**config.mk**
```make
export PLATFORM = sky130hd
export DESIGN_NAME = synch_fifo_flex
export DESIGN_NICKNAME = d
export VERILOG_FILES = /design/src/rtl/fifo_pkg.sv /design/src/rtl/synch_fifo_ram.sv /design/src/rtl/synch_fifo_flex.sv
export SDC_FILE = /design/constraint.sdc
export NUM_CORES = 1
export LEC_CHECK = 0
export ABC_CLOCK_PERIOD_IN_PS = 3300
export CAP_MARGIN = 20
export CORE_MARGIN = 4
export CORE_UTILIZATION = 50
export DETAILED_ROUTE_END_ITERATION = 7
export PLACE_DENSITY_LB_ADDON = 0.25
export SLEW_MARGIN = 25
export SYNTH_ARGS = -nofsm -noshare
export SYNTH_HDL_FRONTEND = slang
export SYNTH_SLANG_ARGS = --single-unit
```
**constraint.sdc**
```tcl
create_clock -name fifo_clk -period 3.3 [get_ports fifo_clk]
set_clock_uncertainty 0.1 [all_clocks]
set_input_delay 0.66 -clock fifo_clk [delete_from_list [all_inputs] [get_ports fifo_clk]]
set_output_delay 0.66 -clock fifo_clk [all_outputs]
set_load 0.005 [all_outputs]
```
**src/rtl/fifo_pkg.sv**
```systemverilog
// Shared constants for the synch_fifo_flex family: read-mode encodings and default geometry.
package fifo_pkg;

  localparam int FIFO_WIDTH_DEF  = 32;
  localparam int FIFO_DEEPTH_DEF = 16;
  localparam int FIFO_PTR_DEF    = 4;

  // Values of the FWFT parameter
  localparam int MODE_REG  = 0;
  localparam int MODE_FWFT = 1;

  typedef enum logic {
    FWFT_OFF = 1'b0,
    FWFT_ON  = 1'b1
  } fwft_mode_e;

endpackage

```
**src/rtl/synch_fifo_ram.sv**
```systemverilog
// Storage for synch_fifo_flex: one clocked write port and one asynchronous read port.
// Contents are never reset; the read port has zero latency and there is no backpressure.
module synch_fifo_ram #(
  parameter int WIDTH = 32,
  parameter int DEPTH = 16,
  parameter int PTR   = 4
) (
  input  logic             clk,
  input  logic             wr_en,
  input  logic [PTR-1:0]   wr_addr,
  input  logic [WIDTH-1:0] wr_data,
  input  logic [PTR-1:0]   rd_addr,
  output logic [WIDTH-1:0] rd_data
);

  logic [WIDTH-1:0] mem_q [DEPTH];

  always_ff @(posedge clk) begin
    if (wr_en) begin
      mem_q[wr_addr] <= wr_data;
    end
  end

  assign rd_data = mem_q[rd_addr];

endmodule

```
**src/rtl/synch_fifo_flex.sv**
```systemverilog
// Single-clock FIFO with selectable registered-read (1-cycle) or first-word-fall-through output.
// Writes while full and reads while empty are dropped and latched as sticky overflow/underflow.
module synch_fifo_flex
  import fifo_pkg::*;
#(
  parameter int FIFO_WIDTH  = FIFO_WIDTH_DEF,
  parameter int FIFO_DEEPTH = FIFO_DEEPTH_DEF,
  parameter int FIFO_PTR    = FIFO_PTR_DEF,
  parameter int FWFT        = MODE_REG
) (
  input  logic                  fifo_clk,
  input  logic                  rst,
  input  logic                  fifo_wren,
  input  logic                  fifo_rden,
  input  logic [FIFO_WIDTH-1:0] fifo_wrdata,
  input  logic                  fifo_flush,
  input  logic                  fifo_err_clr,
  input  logic [FIFO_PTR:0]     fifo_af_thresh,
  input  logic [FIFO_PTR:0]     fifo_ae_thresh,
  output logic [FIFO_WIDTH-1:0] fifo_rddata,
  output logic                  fifo_full,
  output logic                  fifo_empty,
  output logic                  fifo_almost_full,
  output logic                  fifo_almost_empty,
  output logic [FIFO_PTR:0]     fifo_room_avail,
  output logic [FIFO_PTR:0]     fifo_data_avail,
  output logic                  fifo_overflow,
  output logic                  fifo_underflow
);

  localparam logic [FIFO_PTR:0] DEPTH_C = (FIFO_PTR+1)'(FIFO_DEEPTH);

  logic [FIFO_PTR-1:0]   wr_ptr_q, wr_ptr_d;
  logic [FIFO_PTR-1:0]   rd_ptr_q, rd_ptr_d;
  logic [FIFO_PTR:0]     count_q, count_d;
  logic                  ovf_q, ovf_d;
  logic                  udf_q, udf_d;
  logic                  wr_acc, rd_acc;
  logic [FIFO_WIDTH-1:0] ram_rd_data;

  assign wr_acc = fifo_wren && !fifo_full;
  assign rd_acc = fifo_rden && !fifo_empty;

  always_comb begin
    wr_ptr_d = wr_ptr_q;
    rd_ptr_d = rd_ptr_q;
    count_d  = count_q;
    // Flush empties the queue but leaves the sticky error state alone
    ovf_d    = (fifo_wren && fifo_full)  || (ovf_q && !fifo_err_clr);
    udf_d    = (fifo_rden && fifo_empty) || (udf_q && !fifo_err_clr);
    if (fifo_flush) begin
      wr_ptr_d = '0;
      rd_ptr_d = '0;
      count_d  = '0;
    end else begin
      if (wr_acc) wr_ptr_d = wr_ptr_q + FIFO_PTR'(1);
      if (rd_acc) rd_ptr_d = rd_ptr_q + FIFO_PTR'(1);
      count_d = count_q + (FIFO_PTR+1)'(wr_acc) - (FIFO_PTR+1)'(rd_acc);
    end
  end

  always_ff @(posedge fifo_clk or posedge rst) begin
    if (rst) begin
      wr_ptr_q <= '0;
      rd_ptr_q <= '0;
      count_q  <= '0;
      ovf_q    <= 1'b0;
      udf_q    <= 1'b0;
    end else begin
      wr_ptr_q <= wr_ptr_d;
      rd_ptr_q <= rd_ptr_d;
      count_q  <= count_d;
      ovf_q    <= ovf_d;
      udf_q    <= udf_d;
    end
  end

  synch_fifo_ram #(
    .WIDTH (FIFO_WIDTH),
    .DEPTH (FIFO_DEEPTH),
    .PTR   (FIFO_PTR)
  ) u_ram (
    .clk     (fifo_clk),
    .wr_en   (wr_acc && !fifo_flush),
    .wr_addr (wr_ptr_q),
    .wr_data (fifo_wrdata),
    .rd_addr (rd_ptr_q),
    .rd_data (ram_rd_data)
  );

  generate
    if (FWFT == MODE_FWFT) begin : g_fwft
      assign fifo_rddata = fifo_empty ? '0 : ram_rd_data;
    end else begin : g_reg
      logic [FIFO_WIDTH-1:0] rddata_q;
      always_ff @(posedge fifo_clk or posedge rst) begin
        if (rst) begin
          rddata_q <= '0;
        end else if (rd_acc && !fifo_flush) begin
          rddata_q <= ram_rd_data;
        end
      end
      assign fifo_rddata = rddata_q;
    end
  endgenerate

  assign fifo_full         = (count_q == DEPTH_C);
  assign fifo_empty        = (count_q == '0);
  assign fifo_data_avail   = count_q;
  assign fifo_room_avail   = DEPTH_C - count_q;
  assign fifo_almost_full  = (count_q >= fifo_af_thresh);
  assign fifo_almost_empty = (count_q <= fifo_ae_thresh);
  assign fifo_overflow     = ovf_q;
  assign fifo_underflow    = udf_q;

endmodule
```
### Yosys cells after proc, flatten, opt, wreduce, memory -nomap -nowiden

Memory sizes are Yosys's and may differ from the RTL's. A register that Yosys moved wholly into a read port is not among the register bits.
Index checks and enable logic that the tools add are counted.

* memory bits (read-only): 0
* latch bits: 0
* memory bits (writable): 512
* memories: 1
* flip-flop bits (word level): 15

* shifts and indexed selects: 0
* div/mod/pow operators: 0
* mux-type cells: 7
* $mul: 0
* eq/ne operators: 1
* magnitude comparators: 2
* bitwise operators: 0
* reduce and logical (&&, ||, !) cells: 17
* add/subtract/negate cells: 5

Memories
* u_ram.mem_q: words 16, bits a word 32, rd ports 1, clocked after Yosys merged registers in 1, write ports 1, RTL line synch_fifo_ram.sv:16 `logic [WIDTH-1:0] mem_q [DEPTH];`

Operators by type and width (number)
* 4-bit two-way mux: 4
* 4-bit by 1-bit adder with 4-bit output (second input constant): 2
* 1-bit logical AND: 8
* 5-bit by 1-bit adder with 5-bit output: 1
* 5-bit == test (second input constant): 1
* 5-bit greater-or-equal comparator: 1
* 5-bit less-or-equal comparator: 1
* 5-bit logical NOT: 1
* 5-bit two-way mux: 1
* 5-bit by 1-bit subtractor with 5-bit output: 1
* 5-bit subtractor (first input constant): 1
* 1-bit logical NOT: 4
* 2-bit nonzero test: 2
* 1-bit logical OR: 2
* 1-bit two-way mux: 2

### Longest topological paths before layout

Gate-level depths: netlist (run 1).

* word-level depth: 6
* gate-level depth with buffers: 15
* mapped depth without buffers: 14

### Cells and area by module

A second synthesis (run 1) with hierarchy kept.

* cells, all modules: 1000
* area total of the unflattened synthesis: 21709.6 µm²

Modules (own cells, without submodules)
* synch_fifo_ram: instances 1, area each 19213.4 µm², cells each 806
* synch_fifo_flex: instances 1, area each 2496.1 µm², cells each 194

### Worst setup path before layout (run 1)

Ideal clock, no wire load.

* path kind: flip-flop to flip-flop
* start point: reg count_q[1] (netlist: fifo_data_avail[1])
* end point: mem u_ram.mem_q[3][0] (enable)
* stages on the path, launching flop included: 9
* setup slack: -320 ps
* buffers on the path: 1
* arrival time: 3099 ps
* clock period less this slack: 3620 ps
* cell sequence: dfrtp_1 inv_1 ha_1 and2_1 ha_1 nor2b_1 clkbuf_1 nand2_1 nor2_1

* longest elaborated chain between the ends: 6

RTL lines
* start: declaration: RTL line synch_fifo_flex.sv:35 `logic [FIFO_PTR:0] count_q, count_d;`
* start signal: assignment: RTL line synch_fifo_flex.sv:72 `count_q <= count_d;`
* 5-bit == test: RTL line synch_fifo_flex.sv:107 `assign fifo_full = (count_q == DEPTH_C);`
* via fifo_full: RTL line synch_fifo_flex.sv:21 `output logic fifo_full,`
* 1-bit logical NOT: RTL line synch_fifo_flex.sv:41 `assign wr_acc = fifo_wren && !fifo_full;`
* 1-bit logical AND: RTL line synch_fifo_flex.sv:41
* 1-bit logical AND: RTL line synch_fifo_flex.sv:84 `.wr_en (wr_acc && !fifo_flush),`
* 1-bit two-way mux: RTL line synch_fifo_ram.sv:19 `if (wr_en) begin`
* 1-bit two-way mux (not written as such): RTL line synch_fifo_ram.sv:20 `mem_q[wr_addr] <= wr_data;`
* end: declaration: RTL line synch_fifo_ram.sv:16

The timed path passes the listed nets, and every way through them passes these cells.

### Worst setup path after layout (run 1)

* start point: in fifo_ae_thresh[1]
* end point: out fifo_almost_empty

* longest elaborated chain between the ends: 1

RTL lines
* start: declaration: RTL line synch_fifo_flex.sv:19 `input logic [FIFO_PTR:0] fifo_ae_thresh,`
* 5-bit less-or-equal comparator: RTL line synch_fifo_flex.sv:112 `assign fifo_almost_empty = (count_q <= fifo_ae_thresh);`
* end: declaration: RTL line synch_fifo_flex.sv:24 `output logic fifo_almost_empty,`

No other way between the ends.

==> out/metrics.csv, run 1 <==
metric,value,unit
grt_pass1_wl,69.83,mm
ant_nets,0,
clock-sinks,559,
syn-num-nets,1112,
fin_nets,1270,
worst_path_largest_cell_delay,460,ps
root_buffer,clkbuf_16,
crit_family,buffers and inverters,
cap_violations,0,
synth_area_leaders,"edfxtp_1, mux4_2, dfrtp_1",
overflow,0,
seq_area_frac_synth,76.38,%
grt_antenna_before_repair,3,
fin_ws,84.74,ps
dp_cells,1724,
relSlewSlack,52.77,%
clockBufferDepth,3,
synth_largest_area_cell,edfxtp_1,
crit_buf_inv,3,
clk_pin_slew,60,ps
fin_crit_sh,97.43,%
layoutNonFillerInstCount,1829,
ff2ff_setup_slack,340,ps
cts-hold-fix-buffers,0,
finalSetupTns,0,ps
tightest_slew,708.5,ps
core,0.04298,mm²
crit_path_frequent_cell,o21a_1,
ff_latch_area,0.01656,mm²
n_fill_cell,3147,
crit_path_end_kind,output port,
die_h,216.2,µm
cts-buffers-inserted,55,
grt_use_total,20.08,%
timing.rr.end,u_ram.mem_q[11][9],
synth_top_area_share,70.95,%
syn_avg_cell_area,20.86,µm²
drt_iter0_markers,933,
cp.arrival,2460,ps
dp_hpwl,25.77,mm
start_util,50.42,%
synthesis.area,0.02167,mm²
multi_input_area,0.004925,mm²
h-tree-depth,2,
io_pins,96,
gp_congestion,0.7270,
post_drt_via_cell_ratio,5.704,
slew_viol_final,0,
insertion_delay,610,ps
grt_start_max_net_pins,48,
status,finished clean,
syn2layout_area_growth,18.68,%
std_cell_rows,76,
critPathMaxFanout,2,
ys_types,33,
leakage,8.208,nW
hold_viol_final,0,
yosysWarnings,0,
placed_cell_area,0.02394,mm²
via_count,10430,
rsz0062_at_grt,false,
startpoint_type,input port,
drtPass1Iterations,5,
hp-class,in2async,
grt_pass1_vias,10990,
portBuffers,95,
die_area,0.04673,mm²
setup_viol,0,
required,2540,ps
post-route-cell-area,0.02572,mm²
path_class,in2out,
period_minus_slack,3215,ps
die_w,216.2,µm
synthCells,1039,
fmax,0.3110,GHz
synth-seq-cells,559,
cts_tree,done,
wl,45.94,mm
regToRegStartpoint,fifo_data_avail[1],
cp_slowest_cell,clkdlybuf4s50_1,
dp_slack,-157.7,ps
routedWlPerCell,25.12,µm
r2r_cells,9,
worstPathCellList,"clkdlybuf4s50_1, inv_1, ha_1, nor2b_1, o21a_1, o21a_1, o21a_1, o22ai_1, dlygate4sd2_1",
layout-drive-gt1-share,22.93,%
power_density,695.7,mW/mm²
peakVddDrop,0.5059,mV
drcViolationCount,0,
registers in the layout (all words and copies together), names as in the netlist:
register and cells:
fifo_data_avail 5, fifo_overflow 1, fifo_rddata 32, fifo_underflow 1, rd_ptr_q 4, u_ram.mem_q 512
wr_ptr_q 4
through the flow:
| step | total power, mW | hold WS (ps) | util [%] |
|---|---|---|---|
| detailed placement | 12.06 | 382.4 | 55.71 |
| global placement | 12.01 | 380.5 | 55.71 |
| global route | 18.72 | 373.3 | 59.83 |
| finish | 17.89 | 343.6 | 59.83 |
| CTS | 18.08 | 336.1 | 59.78 |
| floorplan | 10.59 | 369.8 | - |
report_power, final:
part,leakage [nW],switching [mW],internal [mW]
clock network,0.849,2.54,3.49
registers,5.20,0.356,8.08
logic,2.16,1.49,1.93
repair_timing:
item | in CTS | in global routing
endpoints found under the setup margin | 1 | 3
pin swaps | 0 | 1
gates cloned | 0 | 0
resized for setup | 1 | 4
buffers inserted | 0 | 1
cell type report:
class	instances	share of cell area [%]
Clock inverter	21	0.7492
Inverter	21	0.3065
Clock buffer	82	6.057
Antenna cell	1	0.009730
Multi-Input combinational cell	408	19.15
Tap cell	585	2.846
Sequential cell	559	64.41
Timing Repair Buffer	152	6.476
synth_stat cells:
| cell type | number |
|---|---|
| nand3b_1 | 1 |
| a22oi_1 | 2 |
| xnor2_1 | 8 |
| o21bai_1 | 1 |
| nand4_1 | 1 |
| buf_1 | 1 |
| nor2b_1 | 9 |
| o21a_1 | 3 |
| nor3b_1 | 1 |
| nand2b_1 | 4 |
| o21ai_0 | 3 |
| buf_4 | 9 |
| o22ai_1 | 1 |
| edfxtp_1 | 512 |
| or3b_2 | 1 |
| buf_2 | 22 |
| mux4_2 | 127 |
| and2_1 | 2 |
| a21oi_1 | 34 |
| fa_1 | 1 |
| a211oi_1 | 2 |
| a2111oi_0 | 1 |
| or3_1 | 1 |
| nand3_1 | 2 |
| nand2_1 | 13 |
| mux2i_1 | 64 |
| inv_1 | 21 |
| o21ai_1 | 31 |
| dfrtp_1 | 47 |
| xor2_1 | 5 |
| clkbuf_1 | 19 |
| ha_1 | 24 |
| nor2_1 | 66 |
cell usage in the layout, fill, tap and decap left out, types with 3 or more instances in the layout:
cell	instances
o21ai_0	3
bufinv_16	3
ha_1	24
nand2_1	13
a21oi_1	34
xor2_1	4
mux2i_1	64
mux4_2	127
clkbuf_16	55
clkinv_1	10
clkinv_2	5
inv_1	20
clkbuf_1	19
buf_12	23
clkbuf_8	8
nor2b_1	7
nor2_1	50
clkdlybuf4s50_1	94
dfrtp_1	43
o21a_1	3
xnor2_1	8
edfxtp_1	512
buf_4	34
nor2_4	16
o21ai_1	31
dfrtp_4	3
worst max path at each step:
stage / cells past startpoint / slack [ps] / end / from
after CTS: 6 / 50 / fifo_room_avail[4] / fifo_data_avail[1]
after global routing: 8 / 5 / fifo_almost_full / fifo_af_thresh[0]
after global placement: 9 / -180 / fifo_almost_empty / fifo_ae_thresh[1]
after floorplan: 8 / -320 / u_ram.mem_q[3][0] / fifo_data_avail[1]
after detailed placement: 9 / -160 / fifo_almost_empty / fifo_ae_thresh[1]
final: 9 / 80 / fifo_almost_empty / fifo_ae_thresh[1]
cell families after synthesis:
family                     synth area share (%)
AOI/OAI and AO/OA                         1.917
buffers and inverters                     1.530
and+or+nand+nor                           2.015
muxes                                     16.16
adders and majority gates                 1.478
xor gates and xnor gates                 0.5254
DFF                                       76.38
metal layers:
metal	vias up	GRT usage (%)	part of all wire (%)
met2	315	33.03	50
met4	4	4.971	2.0
met1	5523	28.08	42
li1	4518	-	-
met3	73	4.206	6.6
met5	-	0	0.059
Note: power is estimated with default switching activity, not from simulation.
==> run 2, diff against run 1 <==
- CORE_ASPECT_RATIO: default -> 0.5
==> run 2 against run 1 <==
Setup slack lost 55 ps; non-clock buffer count shrank 4; clock-buffer cell count shrank 26; via count is essentially flat.
==> out/metrics.csv, run 2 (synthesized netlist as in run 1, its figures left out) <==
metric,value,unit,change
ff2ff_setup_slack,370,ps,+30 ps
ff_latch_area,0.01656,mm²,unchanged
cp_slowest_cell,clkdlybuf4s50_1,,
hold_viol_final,0,,unchanged
root_buffer,clkbuf_16,,
via_count,10430,,-0.077%
fin_crit_sh,99.09,%,+1.7 points
clockBufferDepth,3,,unchanged
overflow,0,,unchanged
tightest_slew,624.8,ps,-83.74 ps
n_fill_cell,2955,,-6.1%
power_density,692.6,mW/mm²,-0.43%
required,2540,ps,about the same
post-route-cell-area,0.02552,mm²,-0.76%
diodes,0,,-1
crit_path_end_kind,output port,,
regToRegStartpoint,fifo_data_avail[1],,
placed_cell_area,0.02386,mm²,-0.33%
routedWlPerCell,25.47,µm,+1.4%
cap_violations,0,,unchanged
combPwrFrac,19.5,%,+0.4 points
fin_ws,30.04,ps,-54.69 ps
hp-class,in2async,,
cp.arrival,2510,ps,+50 ps
h-tree-depth,2,,unchanged
dp_hpwl,25.69,mm,-0.28%
drtPass1Iterations,5,,unchanged
clk_pin_slew,60,ps,about the same
timing.rr.end,fifo_data_avail[4],,
relSlewSlack,58.35,%,+5.6 points
clkPwrFrac,33.2,%,-0.5 points
drcViolationCount,0,,unchanged
grt_use_total,20.03,%,-0.047 points
start_util,51.14,%,+0.72 points
insertion_delay,580,ps,-30 ps
layout-drive-gt1-share,22.69,%,-0.23 points
layout_commonest_cell,edfxtp_1,,
clock-sinks,559,,unchanged
r2r_cells,14,,+5
fin_nets,1259,,-0.87%
dp_slack,-257.9,ps,-100.2 ps
critPathMaxFanout,2,,unchanged
path_class,in2out,,
cts-buffers-inserted,48,,-13%
io_pins,96,,unchanged
cts_tree,done,,
leakage,8.128,nW,-0.97%
grt_pass1_vias,10950,,-0.36%
peakVddDrop,0.3817,mV,-25%
status,finished clean,,
worstPathCellList,"clkdlybuf4s50_1, inv_1, ha_1, nor2b_1, o21a_1, o21a_1, o21a_1, o22ai_1, dlygate4sd2_1",,
layout_common_cells,"edfxtp_1, mux4_2, clkdlybuf4s50_1",,
largest_reg_flops,512,,unchanged
fmax,0.3058,GHz,-1.7%
cp-startpoint,fifo_ae_thresh[1],,
crit_path_end,fifo_almost_empty,,
cts-hold-fix-buffers,0,,unchanged
die_w,302.4,µm,+40%
switching_share,24.54,%,about the same
rsz0062_at_grt,false,,
grt_start_max_net_pins,72,,+50%
post_drt_via_cell_ratio,5.785,,+1.4%
grt_antenna_before_repair,0,,-3
ant_nets,0,,unchanged
multi_input_area,0.004910,mm²,-0.30%
startpoint_type,input port,,
seq_power_share,47.2,%,about the same
finalSetupTns,0,ps,unchanged
setup_viol,0,,unchanged
syn2layout_area_growth,17.78,%,
portBuffers,95,,unchanged
gp_congestion,0.7622,,+4.8%
regMostFlops,u_ram.mem_q,,
worst_path_largest_cell_delay,470,ps,about the same
core,0.04237,mm²,-1.4%
internal_power,13.34,mW,-1.2%
grt_pass1_wl,69.35,mm,-0.70%
switching_power,4.338,mW,-1.2%
die_area,0.04694,mm²,+0.43%
wl,45.90,mm,about the same
std_cell_rows,53,,-30%
die_h,155.2,µm,-28%
drt_iter0_markers,845,,-9.4%
period_minus_slack,3270,ps,+54.69 ps
slew_viol_final,0,,unchanged
crit_path_frequent_cell,o21a_1,,
## run 2: power groups by stage
stage | logic [mW] | clock network, mW | registers [mW]
global route | 3.76 | 6.30 | 8.39
CTS | 3.51 | 5.99 | 8.36
floorplan | 2.20 | 0 | 8.39
detailed placement | 3.51 | 0 | 8.51
finish | 3.45 | 5.87 | 8.35
global placement | 3.43 | 0 | 8.50
## run 2: worst max-delay path: cells and delay by family
kind / cells / cell delay [ps]
AOI/OAI and AO/OA: 4 / 620
adders and majority gates: 1 / 290
buffers and inverters: 3 / 800
and+or+nand+nor: 1 / 140
## run 2: through the flow
step                      utilization, %  power (mW)  hold slack (ps)  instances
after floorplan                        -       10.59            369.8       1039
after CTS                          60.21       17.87            384.9       1801
final                              60.23       17.68            373.5       1802
after detailed placement           56.32       12.02            365.5       1712
after global routing               60.23       18.46            406.4       1802
after global placement             56.32       11.93            365.6       1712
## run 2: layout make-up
class | instances | share of cell area, %
sequential | 559 | 64.90
multi-input combinational | 408 | 19.24
clock inverter | 33 | 1.525
clock buffer | 56 | 4.942
tap | 577 | 2.829
inverter | 21 | 0.3089
timing repair buffer | 148 | 6.260
## run 2: repair_timing
action / 4_1_cts / 5_1_grt
gates resized for setup: 1 / 1
endpoints found under the hold margin: 0 / 0
pin swaps: 0 / 0
endpoints found under the setup margin: 1 / 2
buffers inserted: 0 / 1
## run 2: worst min path at each step
stage	startpoint	end	slack [ps]	cells after the start
floorplan	fifo_rddata[28]	fifo_rddata[28]	370	2
global placement	fifo_rddata[28]	fifo_rddata[28]	370	2
detailed placement	fifo_rddata[28]	fifo_rddata[28]	370	2
CTS	fifo_rddata[28]	fifo_rddata[28]	380	2
global route	rst	fifo_rddata[20]	410	2
finish	rst	fifo_rddata[20]	370	2
## run 2: routing by layer
layer,share of wire (%),vias up,GRT usage (%)
met2,50,294,32.81
met3,5.5,43,3.556
met4,1.2,0,3.487
met5,0,-,0
li1,-,4496,-
met1,44,5592,29.20
